File: config.mk
export PLATFORM = sky130hd
export DESIGN_NAME = cu_alu_io_manager
export DESIGN_NICKNAME = d
export VERILOG_FILES = /design/src/rtl/cu_alu_io_manager.sv
export SDC_FILE = /design/constraint.sdc
export NUM_CORES = 1
export LEC_CHECK = 0
export BUFFER_PORTS_ARGS = -buffer_cell sky130_fd_sc_hd__buf_2
export CORE_UTILIZATION = 40
export CTS_CLUSTER_DIAMETER = 30
export DETAILED_ROUTE_END_ITERATION = 10
export PLACE_DENSITY = 0.64
export REMOVE_ABC_BUFFERS = 1
export SLEW_MARGIN = 20
export SYNTH_ARGS = -nofsm -noshare
export SYNTH_HDL_FRONTEND = slang
export SYNTH_SLANG_ARGS = --single-unit
File: constraint.sdc
create_clock -name clk -period 35.6 [get_ports clk]
set_input_delay 10.68 -clock clk [delete_from_list [all_inputs] [get_ports clk]]
set_output_delay 10.68 -clock clk [all_outputs]
set_load 0.02 [all_outputs]
File: src/rtl/cu_alu_io_manager.sv
// Execute-stage core of the single-cycle MIPS CPU: control decode, ALU, and lw/sw I/O manager (8-word RAM, switches, LEDs).
// Optional build macro CU_ALU_SLT_EN adds slt/slti and ALU op 1001 (signed set-less-than).
module cu_alu_io_manager (
    input  logic        clk,
    input  logic        rst,
    input  logic [5:0]  opcode,
    input  logic [5:0]  func,
    input  logic [31:0] rdata1,
    input  logic [31:0] rdata2,
    input  logic [31:0] ext_imm,
    input  logic [3:0]  n,
    output logic [1:0]  pcsource,
    output logic [3:0]  aluOP,
    output logic        regWE,
    output logic        imm,
    output logic        shift,
    output logic        isrt,
    output logic        sign_ext,
    output logic        jal,
    output logic        ce,
    output logic        we,
    output logic [31:0] f,
    output logic        z,
    output logic [31:0] dout,
    output logic [31:0] displaydata
);

    localparam logic [5:0] OP_RTYPE = 6'b000000;
    localparam logic [5:0] OP_J     = 6'b000010;
    localparam logic [5:0] OP_JAL   = 6'b000011;
    localparam logic [5:0] OP_BEQ   = 6'b000100;
    localparam logic [5:0] OP_BNE   = 6'b000101;
    localparam logic [5:0] OP_ADDI  = 6'b001000;
    localparam logic [5:0] OP_SLTI  = 6'b001010;
    localparam logic [5:0] OP_ANDI  = 6'b001100;
    localparam logic [5:0] OP_ORI   = 6'b001101;
    localparam logic [5:0] OP_XORI  = 6'b001110;
    localparam logic [5:0] OP_LUI   = 6'b001111;
    localparam logic [5:0] OP_LW    = 6'b100011;
    localparam logic [5:0] OP_SW    = 6'b101011;

    localparam logic [5:0] FN_SLL = 6'b000000;
    localparam logic [5:0] FN_SRL = 6'b000010;
    localparam logic [5:0] FN_SRA = 6'b000011;
    localparam logic [5:0] FN_JR  = 6'b001000;
    localparam logic [5:0] FN_ADD = 6'b100000;
    localparam logic [5:0] FN_SUB = 6'b100010;
    localparam logic [5:0] FN_AND = 6'b100100;
    localparam logic [5:0] FN_OR  = 6'b100101;
    localparam logic [5:0] FN_XOR = 6'b100110;
    localparam logic [5:0] FN_SLT = 6'b101010;

    localparam logic [3:0] ALU_ADD = 4'b0000;
    localparam logic [3:0] ALU_SUB = 4'b0001;
    localparam logic [3:0] ALU_AND = 4'b0010;
    localparam logic [3:0] ALU_OR  = 4'b0011;
    localparam logic [3:0] ALU_XOR = 4'b0100;
    localparam logic [3:0] ALU_SLL = 4'b0101;
    localparam logic [3:0] ALU_SRL = 4'b0110;
    localparam logic [3:0] ALU_SRA = 4'b0111;
    localparam logic [3:0] ALU_LUI = 4'b1000;
    localparam logic [3:0] ALU_SLT = 4'b1001;

    logic [1:0]  pcs_base;
    logic        is_beq;
    logic        is_bne;
    logic [31:0] alu_b;
    logic [5:0]  addr;
    logic [31:0] ram [0:7];

    // Branch direction is resolved after the ALU so z never feeds back into decode.
    always_comb begin
        pcs_base = 2'b00;
        aluOP    = ALU_ADD;
        regWE    = 1'b0;
        imm      = 1'b0;
        shift    = 1'b0;
        isrt     = 1'b0;
        sign_ext = 1'b0;
        jal      = 1'b0;
        ce       = 1'b0;
        we       = 1'b0;
        is_beq   = 1'b0;
        is_bne   = 1'b0;
        case (opcode)
            OP_RTYPE: begin
                regWE = 1'b1;
                case (func)
                    FN_ADD: aluOP = ALU_ADD;
                    FN_SUB: aluOP = ALU_SUB;
                    FN_AND: aluOP = ALU_AND;
                    FN_OR:  aluOP = ALU_OR;
                    FN_XOR: aluOP = ALU_XOR;
                    FN_SLL: begin aluOP = ALU_SLL; shift = 1'b1; end
                    FN_SRL: begin aluOP = ALU_SRL; shift = 1'b1; end
                    FN_SRA: begin aluOP = ALU_SRA; shift = 1'b1; end
                    FN_JR:  begin regWE = 1'b0; pcs_base = 2'b10; end
`ifdef CU_ALU_SLT_EN
                    FN_SLT: aluOP = ALU_SLT;
`endif
                    default: regWE = 1'b0;
                endcase
            end
            OP_ADDI: begin aluOP = ALU_ADD; imm = 1'b1; isrt = 1'b1; regWE = 1'b1; sign_ext = 1'b1; end
            OP_ANDI: begin aluOP = ALU_AND; imm = 1'b1; isrt = 1'b1; regWE = 1'b1; end
            OP_ORI:  begin aluOP = ALU_OR;  imm = 1'b1; isrt = 1'b1; regWE = 1'b1; end
            OP_XORI: begin aluOP = ALU_XOR; imm = 1'b1; isrt = 1'b1; regWE = 1'b1; end
            OP_LUI:  begin aluOP = ALU_LUI; imm = 1'b1; isrt = 1'b1; regWE = 1'b1; end
`ifdef CU_ALU_SLT_EN
            OP_SLTI: begin aluOP = ALU_SLT; imm = 1'b1; isrt = 1'b1; regWE = 1'b1; sign_ext = 1'b1; end
`endif
            OP_LW: begin
                aluOP = ALU_ADD; imm = 1'b1; isrt = 1'b1; regWE = 1'b1; sign_ext = 1'b1; ce = 1'b1;
            end
            OP_SW:  begin aluOP = ALU_ADD; imm = 1'b1; sign_ext = 1'b1; we = 1'b1; end
            OP_BEQ: begin aluOP = ALU_SUB; sign_ext = 1'b1; is_beq = 1'b1; end
            OP_BNE: begin aluOP = ALU_SUB; sign_ext = 1'b1; is_bne = 1'b1; end
            OP_J:   pcs_base = 2'b11;
            OP_JAL: begin pcs_base = 2'b11; jal = 1'b1; regWE = 1'b1; end
            default: ;
        endcase
    end

    assign alu_b = imm ? ext_imm : rdata2;

    always_comb begin
        f = 32'd0;
        case (aluOP)
            ALU_ADD: f = rdata1 + alu_b;
            ALU_SUB: f = rdata1 - alu_b;
            ALU_AND: f = rdata1 & alu_b;
            ALU_OR:  f = rdata1 | alu_b;
            ALU_XOR: f = rdata1 ^ alu_b;
            ALU_SLL: f = alu_b << rdata1[4:0];
            ALU_SRL: f = alu_b >> rdata1[4:0];
            ALU_SRA: f = $signed(alu_b) >>> rdata1[4:0];
            ALU_LUI: f = {alu_b[15:0], 16'd0};
`ifdef CU_ALU_SLT_EN
            ALU_SLT: f = ($signed(rdata1) < $signed(alu_b)) ? 32'd1 : 32'd0;
`endif
            default: f = 32'd0;
        endcase
    end

    assign z = (f == 32'd0);

    always_comb begin
        pcsource = pcs_base;
        if ((is_beq && z) || (is_bne && !z))
            pcsource = 2'b01;
    end

    // addr[5] selects I/O space (switches on read, LED register on write).
    assign addr = f[5:0];

    always_comb begin
        dout = 32'd0;
        if (ce)
            dout = addr[5] ? {28'd0, n} : ram[addr[4:2]];
    end

    always_ff @(posedge clk or posedge rst) begin
        if (rst) begin
            for (int i = 0; i < 8; i++)
                ram[i] <= 32'd0;
            displaydata <= 32'd0;
        end else if (we) begin
            if (addr[5])
                displaydata <= rdata2;
            else
                ram[addr[4:2]] <= rdata2;
        end
    end

endmodule

==> results of run 1 <==
## layout make-up
type,count,share of cell area
diodes,3,0.000271
clock buffers,58,0.0480
clock inverters,30,0.0126
inverters,96,0.0134
multi-input cells,1892,0.567
flip-flops and latches,288,0.260
well taps,773,0.0349
repair buffers,305,0.0638
## flip-flops by register name (all words and copies together) (netlist names)
signal / flops
ram: 256
displaydata: 32
## critical path, delay by kind of cell
kind / cells / cell delay [ns]
simple gates: 11 / 2.86
compound gates: 7 / 2.04
buf+inv: 6 / 1.63
fa+ha+maj: 2 / 0.74
mux: 1 / 0.46
xor+xnor: 2 / 0.26
## layout by cell type, fill, tap and decap left out, types with 11 or more instances in the layout
cell type                     n
sky130_fd_sc_hd__mux2_2     340
sky130_fd_sc_hd__dfrtp_1    288
sky130_fd_sc_hd__buf_2      223
sky130_fd_sc_hd__nand2_1    204
sky130_fd_sc_hd__a21oi_1    132
sky130_fd_sc_hd__mux2i_1    132
sky130_fd_sc_hd__nor2_1     110
sky130_fd_sc_hd__ha_1        96
sky130_fd_sc_hd__inv_1       86
sky130_fd_sc_hd__o211ai_1    84
sky130_fd_sc_hd__buf_4       79
sky130_fd_sc_hd__o21ai_0     62
sky130_fd_sc_hd__nor3_1      58
sky130_fd_sc_hd__mux4_2      52
sky130_fd_sc_hd__clkbuf_16   50
sky130_fd_sc_hd__xnor2_1     47
sky130_fd_sc_hd__nand3_1     42
sky130_fd_sc_hd__a211oi_1    41
sky130_fd_sc_hd__a22oi_1     32
sky130_fd_sc_hd__a221oi_1    27
sky130_fd_sc_hd__o221ai_1    25
sky130_fd_sc_hd__a21o_1      22
sky130_fd_sc_hd__mux2_1      20
sky130_fd_sc_hd__and2_1      17
sky130_fd_sc_hd__nor2b_1     17
sky130_fd_sc_hd__nand4_1     17
sky130_fd_sc_hd__a31oi_1     16
sky130_fd_sc_hd__nand2b_1    14
sky130_fd_sc_hd__o21a_1      13
sky130_fd_sc_hd__o211a_1     12
sky130_fd_sc_hd__and3_1      12
sky130_fd_sc_hd__nor4_1      12
sky130_fd_sc_hd__o22ai_1     11
## metrics by stage
step | std cells | utilization | total power (uW) | hold WS [ns]
2_1_floorplan | 2276 | - | 695 | 0.454
4_1_cts | 3442 | 0.466 | 1320 | 0.484
5_1_grt | 3442 | 0.466 | 1370 | 0.497
6_report | 3445 | 0.466 | 1320 | 0.479
3_3_place_gp | 3354 | 0.438 | 836 | 0.463
3_5_place_dp | 3354 | 0.438 | 843 | 0.474
## path summary, 6_finish.rpt
kind,startpoint,endpoint,slack [ns],cells past startpoint
worst max-delay path,opcode[4],z,6.19,29
min in group asynchronous,rst,displaydata[17]$_DFFE_PP0P_,10.27,2
worst min-delay path,ram[91]$_DFFE_PP0P_,ram[91]$_DFFE_PP0P_,0.48,1
worst min register to register,ram[91]$_DFFE_PP0P_,ram[91]$_DFFE_PP0P_,0.48,1
max in group asynchronous,rst,displaydata[3]$_DFFE_PP0P_,23.94,3
worst max register to register,ram[31]$_DFFE_PP0P_,ram[31]$_DFFE_PP0P_,34.79,1
## logic make-up after synthesis
logic type / Yosys count
AOI/OAI and AO/OA: 611
xor gates and xnor gates: 57
adders and majority gates: 97
buffers and inverters: 318
DFF: 288
muxes: 554
and+or+nand+nor: 573
## report_power, final
part	switching [uW]	internal (uW)	total, uW	leakage [uW]
clock network	167	305	472	0.000810
registers	17.2	363	380	0.00398
logic	303	168	470	0.00808
## per-layer routing
| layer | up-vias | GRT usage |
|---|---|---|
| met3 | 292 | 0.0741 |
| met4 | 14 | 0.207 |
| met5 | - | 0 |
| li1 | 9686 | - |
| met2 | 1334 | 0.536 |
| met1 | 11500 | 0.457 |
==> impl_metrics.toml, run 1 <==
[drt]
first_pass_iteration_count_of_the_detailed_router = 7
drc_marker_count_from_the_first_detailed_route_iteration = 2783
wl_met3_um = 9960
vias = 22800
drc = 0
wl_um = 109000
wirelength_met1_um = 44000
drt-vias-per-instance = 6.61
wl_met2_um = 47900
top_layer_used = "met5"
route.antenna.remaining_nets = 0
avgRoutedWirePerCell_um = 31.7

[yosys]
synthXorXnorAreaFrac = 0.0206
syn_avg_cell_area_um2 = 9.71
leading_cell_types_by_count_after_synthesis = "340 x sky130_fd_sc_hd__mux2_2, 288 x sky130_fd_sc_hd__dfrtp_1, 205 x sky130_fd_sc_hd__nand2_1, 134 x sky130_fd_sc_hd__mux2i_1, 132 x sky130_fd_sc_hd__a21oi_1"
mappedNetlistArea_mm2 = 0.0242
synth-edff-count = 0
synth_ff_type = "sky130_fd_sc_hd__dfrtp_1"
syn_inst = 2498
synth_adder_area_share = 0.0504
yosys.area.top_type_share = 0.297
synthesized_area_fraction_occupied_by_ao_oa_aoi_and_oai_cells = 0.182
synth_top_family_by_area = "multiplexers"
yosysWarningCount = 0
yosys.area_share.simple = 0.116
synthMostInstantiatedCell = "sky130_fd_sc_hd__mux2_2"
cell_variety_after_synth = 104
synthTopCellsByArea = "sky130_fd_sc_hd__dfrtp_1 30%, sky130_fd_sc_hd__mux2_2 16%, sky130_fd_sc_hd__mux2i_1 5.5%"
yosysTopAreaCell = "sky130_fd_sc_hd__dfrtp_1"
synth_async_sr_flop_share = 1.00
ys_ff_latch = 288
yosysSeqAreaShare = 0.297
muxShareOfSynthArea = 0.277

[final_layout]
area_growth_pct = 14.4
fill_cells = 5671
multiInputGateArea_mm2 = 0.0157
layout.area.seq_mm2 = 0.00721
layout-drive-gt1-share = 0.315
postLayoutCellArea_mm2 = 0.0277
nNetsFinal = 2843

[timing]
layout_min_cycle_time_ns = 29.41
slew_headroom = 0.160
slew_violations = 0
max_slew.worst_pin.slew_ns = 1.26
finalHoldViolations = 0
clk_skew_ns = 0
final_critical_path_setup_slack_ns = 6.19
clock.fmax_ghz = 0.0340
setup_repair_after_global_routing_missed_its_margin = "no"
totalNegativeSetupSlack_ns = 0
setup_violations = 0
min_period_over_period = 0.826

[clocking]
cts_post_setup_buffers_inserted = 0
ctsResizeCount = 0
clock_sinks = 288
ctsHtreeMaxLevel = 2
cts_tree = "yes"
path_clk_slew_ns = 0.05
cts_hold_buffers = 0
clock_tree.buffer_depth = 3
cts-buffers-inserted = 49
clock_tree.root_cell = "sky130_fd_sc_hd__clkbuf_16"
worstSkewPairLatency_ns = 0.56

[grt]
grt_max_degree = 163
first_global_vias = 22200
grt_use_total = 0.351
grt_antenna_before_repair = 8
grt.overflow.total = 0
grt_first_pass_wirelength_um = 157000

[critical_path]
cp-start-kind = "input pin"
worstSetupEndpointType = "output port"
critPathMaxStageDelay_ns = 0.67
worstPathArrival_ns = 18.73
type_of_the_setup_path_with_the_least_slack = "input pin to output port"
worst_path_fanout_max = 48
crit_path_top_delay_cell = "sky130_fd_sc_hd__buf_4"
cpMostUsedCell = "sky130_fd_sc_hd__nand2_1"
worst_ep_required_time_ns = 24.92

[floorplanning]
design.core.area_mm2 = 0.0595
dieWidth_um = 248
die-area_mm2 = 0.0616
ioPinCount = 225
start_util = 0.408
chipHeight_um = 248
rows = 89

[outcome]
status = "finished, final reports clean"

[placed_design]
pre_cts_slack_ns = 6.45
hpwlAfterDp_um = 78900
dpl-instance-area_mm2 = 0.0260
io_buffer_count = 224
gp_congestion = 1.07

[power_and_ir_drop]
power.leakage_uw = 0.0129
pwr_density_cell_mw_per_mm2 = 47.7
max-vdd-ir-drop_mv = 0.0378

[hold_path]
min_path_type = "flop to flop"

[run]
timing.max_cap.violations = 0
(Power assumes the default switching activity.)
==> run 2: changes to the inputs <==
--- a/config.mk
+++ b/config.mk
@@ -9,7 +9,7 @@
 export CORE_UTILIZATION = 40
 export CTS_CLUSTER_DIAMETER = 30
 export DETAILED_ROUTE_END_ITERATION = 10
-export PLACE_DENSITY = 0.64
+export PLACE_DENSITY = 0.67
 export REMOVE_ABC_BUFFERS = 1
 export SLEW_MARGIN = 20
 export SYNTH_ARGS = -nofsm -noshare
==> constraint.sdc (replaced) <==
create_clock -name clk -period 23.9 [get_ports clk]
set_input_delay 7.17 -clock clk [delete_from_list [all_inputs] [get_ports clk]]
set_output_delay 7.17 -clock clk [all_outputs]
set_load 0.02 [all_outputs]
==> run 2 against run 1 <==
  * Power is 50% higher
  * Wire length decreased by 1.8%
  * Non-clock buffer count fell by 6
  * First-iteration DRC count down 7.5%
  * Clock skew unchanged
==> impl_metrics.toml, run 2 (same netlist as run 1, synthesis figures left out) <==
[grt]
grtUsageMet2 = 0.515
grt_max_degree = 155
groute.layer.met1.usage = 0.459
layer_with_the_highest_usage_after_global_routing = "met2"
grt_use_total = 0.343
grt_use_met3 = 0.0677
grt_first_pass_wirelength_um = 155000
grt_antenna_before_repair = 5
grt.overflow.total = 0
first_global_vias = 22400

[final_layout]
nNetsFinal = 2836
multiInputGateArea_mm2 = 0.0157
fill_cells = 5639
layout_commonest_cell = "sky130_fd_sc_hd__mux2_2"
stdcell_count = 3439
top_register = "ram"
reg_top3 = "ram (256), displaydata (32)"
commonest_non_fill_non_tap_cells_in_the_layout = "340 x sky130_fd_sc_hd__mux2_2, 288 x sky130_fd_sc_hd__dfrtp_1, 223 x sky130_fd_sc_hd__buf_2"
layout-drive-gt1-share = 0.313
area_growth_pct = 14.3
largest_register_ffs = 256
layout.area.seq_mm2 = 0.00721

[clocking]
ctsHtreeMaxLevel = 2
clock_tree.root_cell = "sky130_fd_sc_hd__clkbuf_16"
clock_sinks = 288
clock_tree.buffer_depth = 3
path_clk_slew_ns = 0.05
cts_hold_buffers = 0
cts_post_setup_buffers_inserted = 0
worstSkewPairLatency_ns = 0.54
cts_tree = "yes"
ctsResizeCount = 0
cts-buffers-inserted = 48

[power_and_ir_drop]
max-vdd-ir-drop_mv = 0.0861
total_power_uw = 1980
comb_power_share = 0.350
power.internal_uw = 1250
netSwitchingPower_uw = 732
share_seq_of_total_power = 0.286
power.leakage_uw = 0.0129
pwr-share-clk = 0.364
p_sw_frac = 0.370
pwr_density_cell_mw_per_mm2 = 71.4

[critical_path]
worst_ep_required_time_ns = 16.73
slack_of_the_worst_reg_to_reg_path_ns = 23.09
crit-reg2reg-capture = "ram[178]$_DFFE_PP0P_"
worst_path_fanout_max = 54
crit_path_top_delay_cell = "sky130_fd_sc_hd__a2111oi_0"
critical_path.top_delay_family = "simple AND/OR/NAND/NOR gates"
setup.worst_path.start = "opcode[4]"
worstPathArrival_ns = 15.10
critical_path.reg2reg.startpoint = "ram[178]$_DFFE_PP0P_"
number_of_buffer_and_inverter_instances_along_the_worst_setup_path = 5
worstSetupEndpointType = "output port"
worst-r2r-cell-count = 1
cp-start-kind = "input pin"
type_of_the_setup_path_with_the_least_slack = "input pin to output port"
critPathMaxStageDelay_ns = 0.88

[placed_design]
gp_congestion = 1.09
placedCellCount = 3347
io_buffer_count = 224
hpwlAfterDp_um = 78000

[timing]
setup_violations = 0
layout_min_cycle_time_ns = 22.27
clock.fmax_ghz = 0.0449
timing.hold.ws_ns = 0.486
slew_violations = 0
clk_skew_ns = 0
setup_repair_after_global_routing_missed_its_margin = "no"
slew_headroom = 0.156
finalHoldViolations = 0
min_period_over_period = 0.932
max_slew.worst_pin.slew_ns = 1.24
totalNegativeSetupSlack_ns = 0

[run]
timing.max_cap.violations = 0

[hold_path]
min_path_type = "flop to flop"
hold_depth = 1
timing.hold.worst.start = "ram[251]$_DFFE_PP0P_"
hold_end = "ram[251]$_DFFE_PP0P_"

[floorplanning]
die-area_mm2 = 0.0616
rows = 89
ioPinCount = 225
start_util = 0.408
design.core.area_mm2 = 0.0595
dieWidth_um = 248
chipHeight_um = 248

[drt]
vias = 22900
route.antenna.remaining_nets = 0
drt-vias-per-instance = 6.67
drc_marker_count_from_the_first_detailed_route_iteration = 2574
first_pass_iteration_count_of_the_detailed_router = 7
drc = 0
avgRoutedWirePerCell_um = 31.2
wl_um = 107000

[outcome]
status = "finished, final reports clean"
run 2: cell types whose count changed in the layout (fill, tap and decap cells not counted), moves of 2 or more:
cell	delta
sky130_fd_sc_hd__buf_12	-3
sky130_fd_sc_hd__buf_4	-4
sky130_fd_sc_hd__clkbuf_8	-2
sky130_fd_sc_hd__clkinv_2	-5
sky130_fd_sc_hd__clkinvlp_4	-2
sky130_fd_sc_hd__inv_6	+9
run 2: routing by layer:
metal	vias to the layer above	part of all wire
met4	8	0.066
met3	313	0.092
li1	9674	-
met1	11600	0.41
met5	-	0.00034
met2	1380	0.43
run 2: worst max-delay path by stage:
stage               to  slack (ns)  cells past startpoint
3_3_place_gp         z        2.08                     27
2_1_floorplan  dout[0]       -3.51                     20
3_5_place_dp         z        1.87                     27
6_report             z        1.63                     27
4_1_cts              z        1.83                     27
5_1_grt              z        1.41                     28
run 2: power by group through the flow:
stage | combinational [uW] | clock, uW | sequential [uW]
final | 694 | 720 | 565
after global routing | 729 | 757 | 571
after CTS | 675 | 730 | 565
after global placement | 664 | 0 | 568
after detailed placement | 671 | 0 | 573
after floorplan | 452 | 0 | 583
run 2: layout make-up:
type	instances	share of cell area
clock inverter	34	0.0159
multi-input combinational	1892	0.567
clock buffer	55	0.0462
tap	773	0.0349
inverter	96	0.0136
timing repair buffer	299	0.0616
antenna	2	0.000181
sequential	288	0.260
run 2: metrics by stage:
step,setup WS [ns],area (um2),util
floorplan,-3.51,23200,-
global route,1.41,27700,0.466
detailed placement,1.87,25900,0.436
global placement,2.08,25900,0.436
CTS,1.83,27700,0.465
finish,1.63,27700,0.466
==> run 3: changes to the inputs <==
--- a/config.mk
+++ b/config.mk
@@ -7,6 +7,7 @@
 export LEC_CHECK = 0
 export BUFFER_PORTS_ARGS = -buffer_cell sky130_fd_sc_hd__buf_2
 export CORE_UTILIZATION = 40
+export CTS_BUF_LIST = sky130_fd_sc_hd__clkbuf_16
 export CTS_CLUSTER_DIAMETER = 30
 export DETAILED_ROUTE_END_ITERATION = 10
 export PLACE_DENSITY = 0.67
==> run 3 against run 2 <==
  * Sequential power hardly changed
  * Setup slack lost 0.0077 ns
  * Largest cell class unchanged
  * Sequential cell count stayed put
  * Critical endpoint unchanged
  * First-iteration DRC count is 3.1% higher
==> impl_metrics.toml, run 3 (same netlist as run 1, synthesis figures left out) <==
[final_layout]
commonest_non_fill_non_tap_cells_in_the_layout = "340 x sky130_fd_sc_hd__mux2_2, 288 x sky130_fd_sc_hd__dfrtp_1, 223 x sky130_fd_sc_hd__buf_2"
layout_commonest_cell = "sky130_fd_sc_hd__mux2_2"
multiInputGateArea_mm2 = 0.0157
area_growth_pct = 14.1
top_register = "ram"
reg_top3 = "ram (256), displaydata (32)"
stdcell_count = 3438
layout.area.seq_mm2 = 0.00721
largest_register_ffs = 256
postLayoutCellArea_mm2 = 0.0277
layout-drive-gt1-share = 0.312
nNetsFinal = 2836
fill_cells = 5646

[critical_path]
crit_path_top_delay_cell = "sky130_fd_sc_hd__a2111oi_0"
slack_of_the_worst_reg_to_reg_path_ns = 23.08
type_of_the_setup_path_with_the_least_slack = "input pin to output port"
cp-start-kind = "input pin"
worst_path_fanout_max = 54
worstSetupEndpointType = "output port"
worstPathArrival_ns = 15.10
worst_ep_required_time_ns = 16.73
critPathMaxStageDelay_ns = 0.90

[power_and_ir_drop]
total_power_uw = 1970
p_sw_frac = 0.372
power.leakage_uw = 0.0129
share_seq_of_total_power = 0.287
max-vdd-ir-drop_mv = 0.0863
pwr_density_cell_mw_per_mm2 = 71.1
power.internal_uw = 1240
netSwitchingPower_uw = 732
comb_power_share = 0.352
pwr-share-clk = 0.360

[clocking]
ctsHtreeMaxLevel = 2
clock_tree.buffer_depth = 3
cts-buffers-inserted = 48
cts_tree = "yes"
ctsResizeCount = 0
worstSkewPairLatency_ns = 0.54
cts_hold_buffers = 0
path_clk_slew_ns = 0.05
clock_sinks = 288
clock_tree.root_cell = "sky130_fd_sc_hd__clkbuf_16"
cts_post_setup_buffers_inserted = 0

[drt]
drc_marker_count_from_the_first_detailed_route_iteration = 2655
first_pass_iteration_count_of_the_detailed_router = 6
wl_um = 107000
vias = 22800
drc = 0
drt-vias-per-instance = 6.64
avgRoutedWirePerCell_um = 31.1
route.antenna.remaining_nets = 0

[run]
timing.max_cap.violations = 0

[timing]
min_period_over_period = 0.932
clk_skew_ns = 0
finalHoldViolations = 0
setup_violations = 0
slew_violations = 0
totalNegativeSetupSlack_ns = 0
max_slew.worst_pin.slew_ns = 1.24
setup_repair_after_global_routing_missed_its_margin = "no"
layout_min_cycle_time_ns = 22.27
slew_headroom = 0.154
clock.fmax_ghz = 0.0449

[floorplanning]
design.core.area_mm2 = 0.0595
chipHeight_um = 248
dieWidth_um = 248
die-area_mm2 = 0.0616
rows = 89
ioPinCount = 225
start_util = 0.408

[placed_design]
placedCellCount = 3347
io_buffer_count = 224
gp_congestion = 1.09
dpl-instance-area_mm2 = 0.0259
hpwlAfterDp_um = 78000

[hold_path]
min_path_type = "flop to flop"

[grt]
grt_antenna_before_repair = 4
grt_first_pass_wirelength_um = 155000
grt_max_degree = 155
first_global_vias = 22400
grt.overflow.total = 0
grt_use_total = 0.342

[outcome]
status = "finished, final reports clean"
run 3: area by class of cell:
class                           instances  share of cell area
Clock buffer                           49              0.0443
Multi-Input combinational cell       1892               0.568
Clock inverter                         40              0.0168
Inverter                               96              0.0137
Timing Repair Buffer                  299              0.0617
Antenna cell                            1           0.0000904
Sequential cell                       288               0.260
Tap cell                              773              0.0350
run 3: power groups by stage:
stage | sequential (uW) | combinational [uW] | clock [uW]
4_1_cts | 565 | 675 | 719
3_3_place_gp | 568 | 664 | 0
5_1_grt | 571 | 729 | 746
6_report | 566 | 694 | 709
2_1_floorplan | 583 | 452 | 0
3_5_place_dp | 573 | 671 | 0
run 3: worst paths after layout:
check                                     start                          end  cells after the start
setup / recovery                      opcode[4]                            z                     27
hold / removal             ram[251]$_DFFE_PP0P_         ram[251]$_DFFE_PP0P_                      1
setup reg to reg           ram[156]$_DFFE_PP0P_         ram[156]$_DFFE_PP0P_                      1
hold reg to reg            ram[251]$_DFFE_PP0P_         ram[251]$_DFFE_PP0P_                      1
max in group asynchronous                   rst          ram[13]$_DFFE_PP0P_                      4
min in group asynchronous                   rst  displaydata[29]$_DFFE_PP0P_                      2
run 3: routing by layer:
| layer | track usage | vias to the layer above | part of all wire |
|---|---|---|---|
| li1 | - | 9658 | - |
| met1 | 0.459 | 11500 | 0.41 |
| met2 | 0.512 | 1365 | 0.43 |
| met3 | 0.0667 | 311 | 0.091 |
| met4 | 0.199 | 6 | 0.065 |
| met5 | 0 | - | 0.00032 |
run 3: stage by stage:
step	utilization	setup WS [ns]	hold WS, ns
floorplan	-	-3.51	0.454
global placement	0.436	2.08	0.464
detailed placement	0.436	1.87	0.472
CTS	0.465	1.83	0.484
global route	0.465	1.41	0.494
finish	0.465	1.63	0.485
run 3: critical path: cells and delay by family:
family                   cells  cell delay (ns)
AO/OA/AOI/OAI                7             2.34
AND/OR/NAND/NOR             10             3.21
adder cells (fa/ha/maj)      2             0.63
multiplexers                 1             0.46
XOR/XNOR                     2             0.24
buffers and inverters        5             1.00
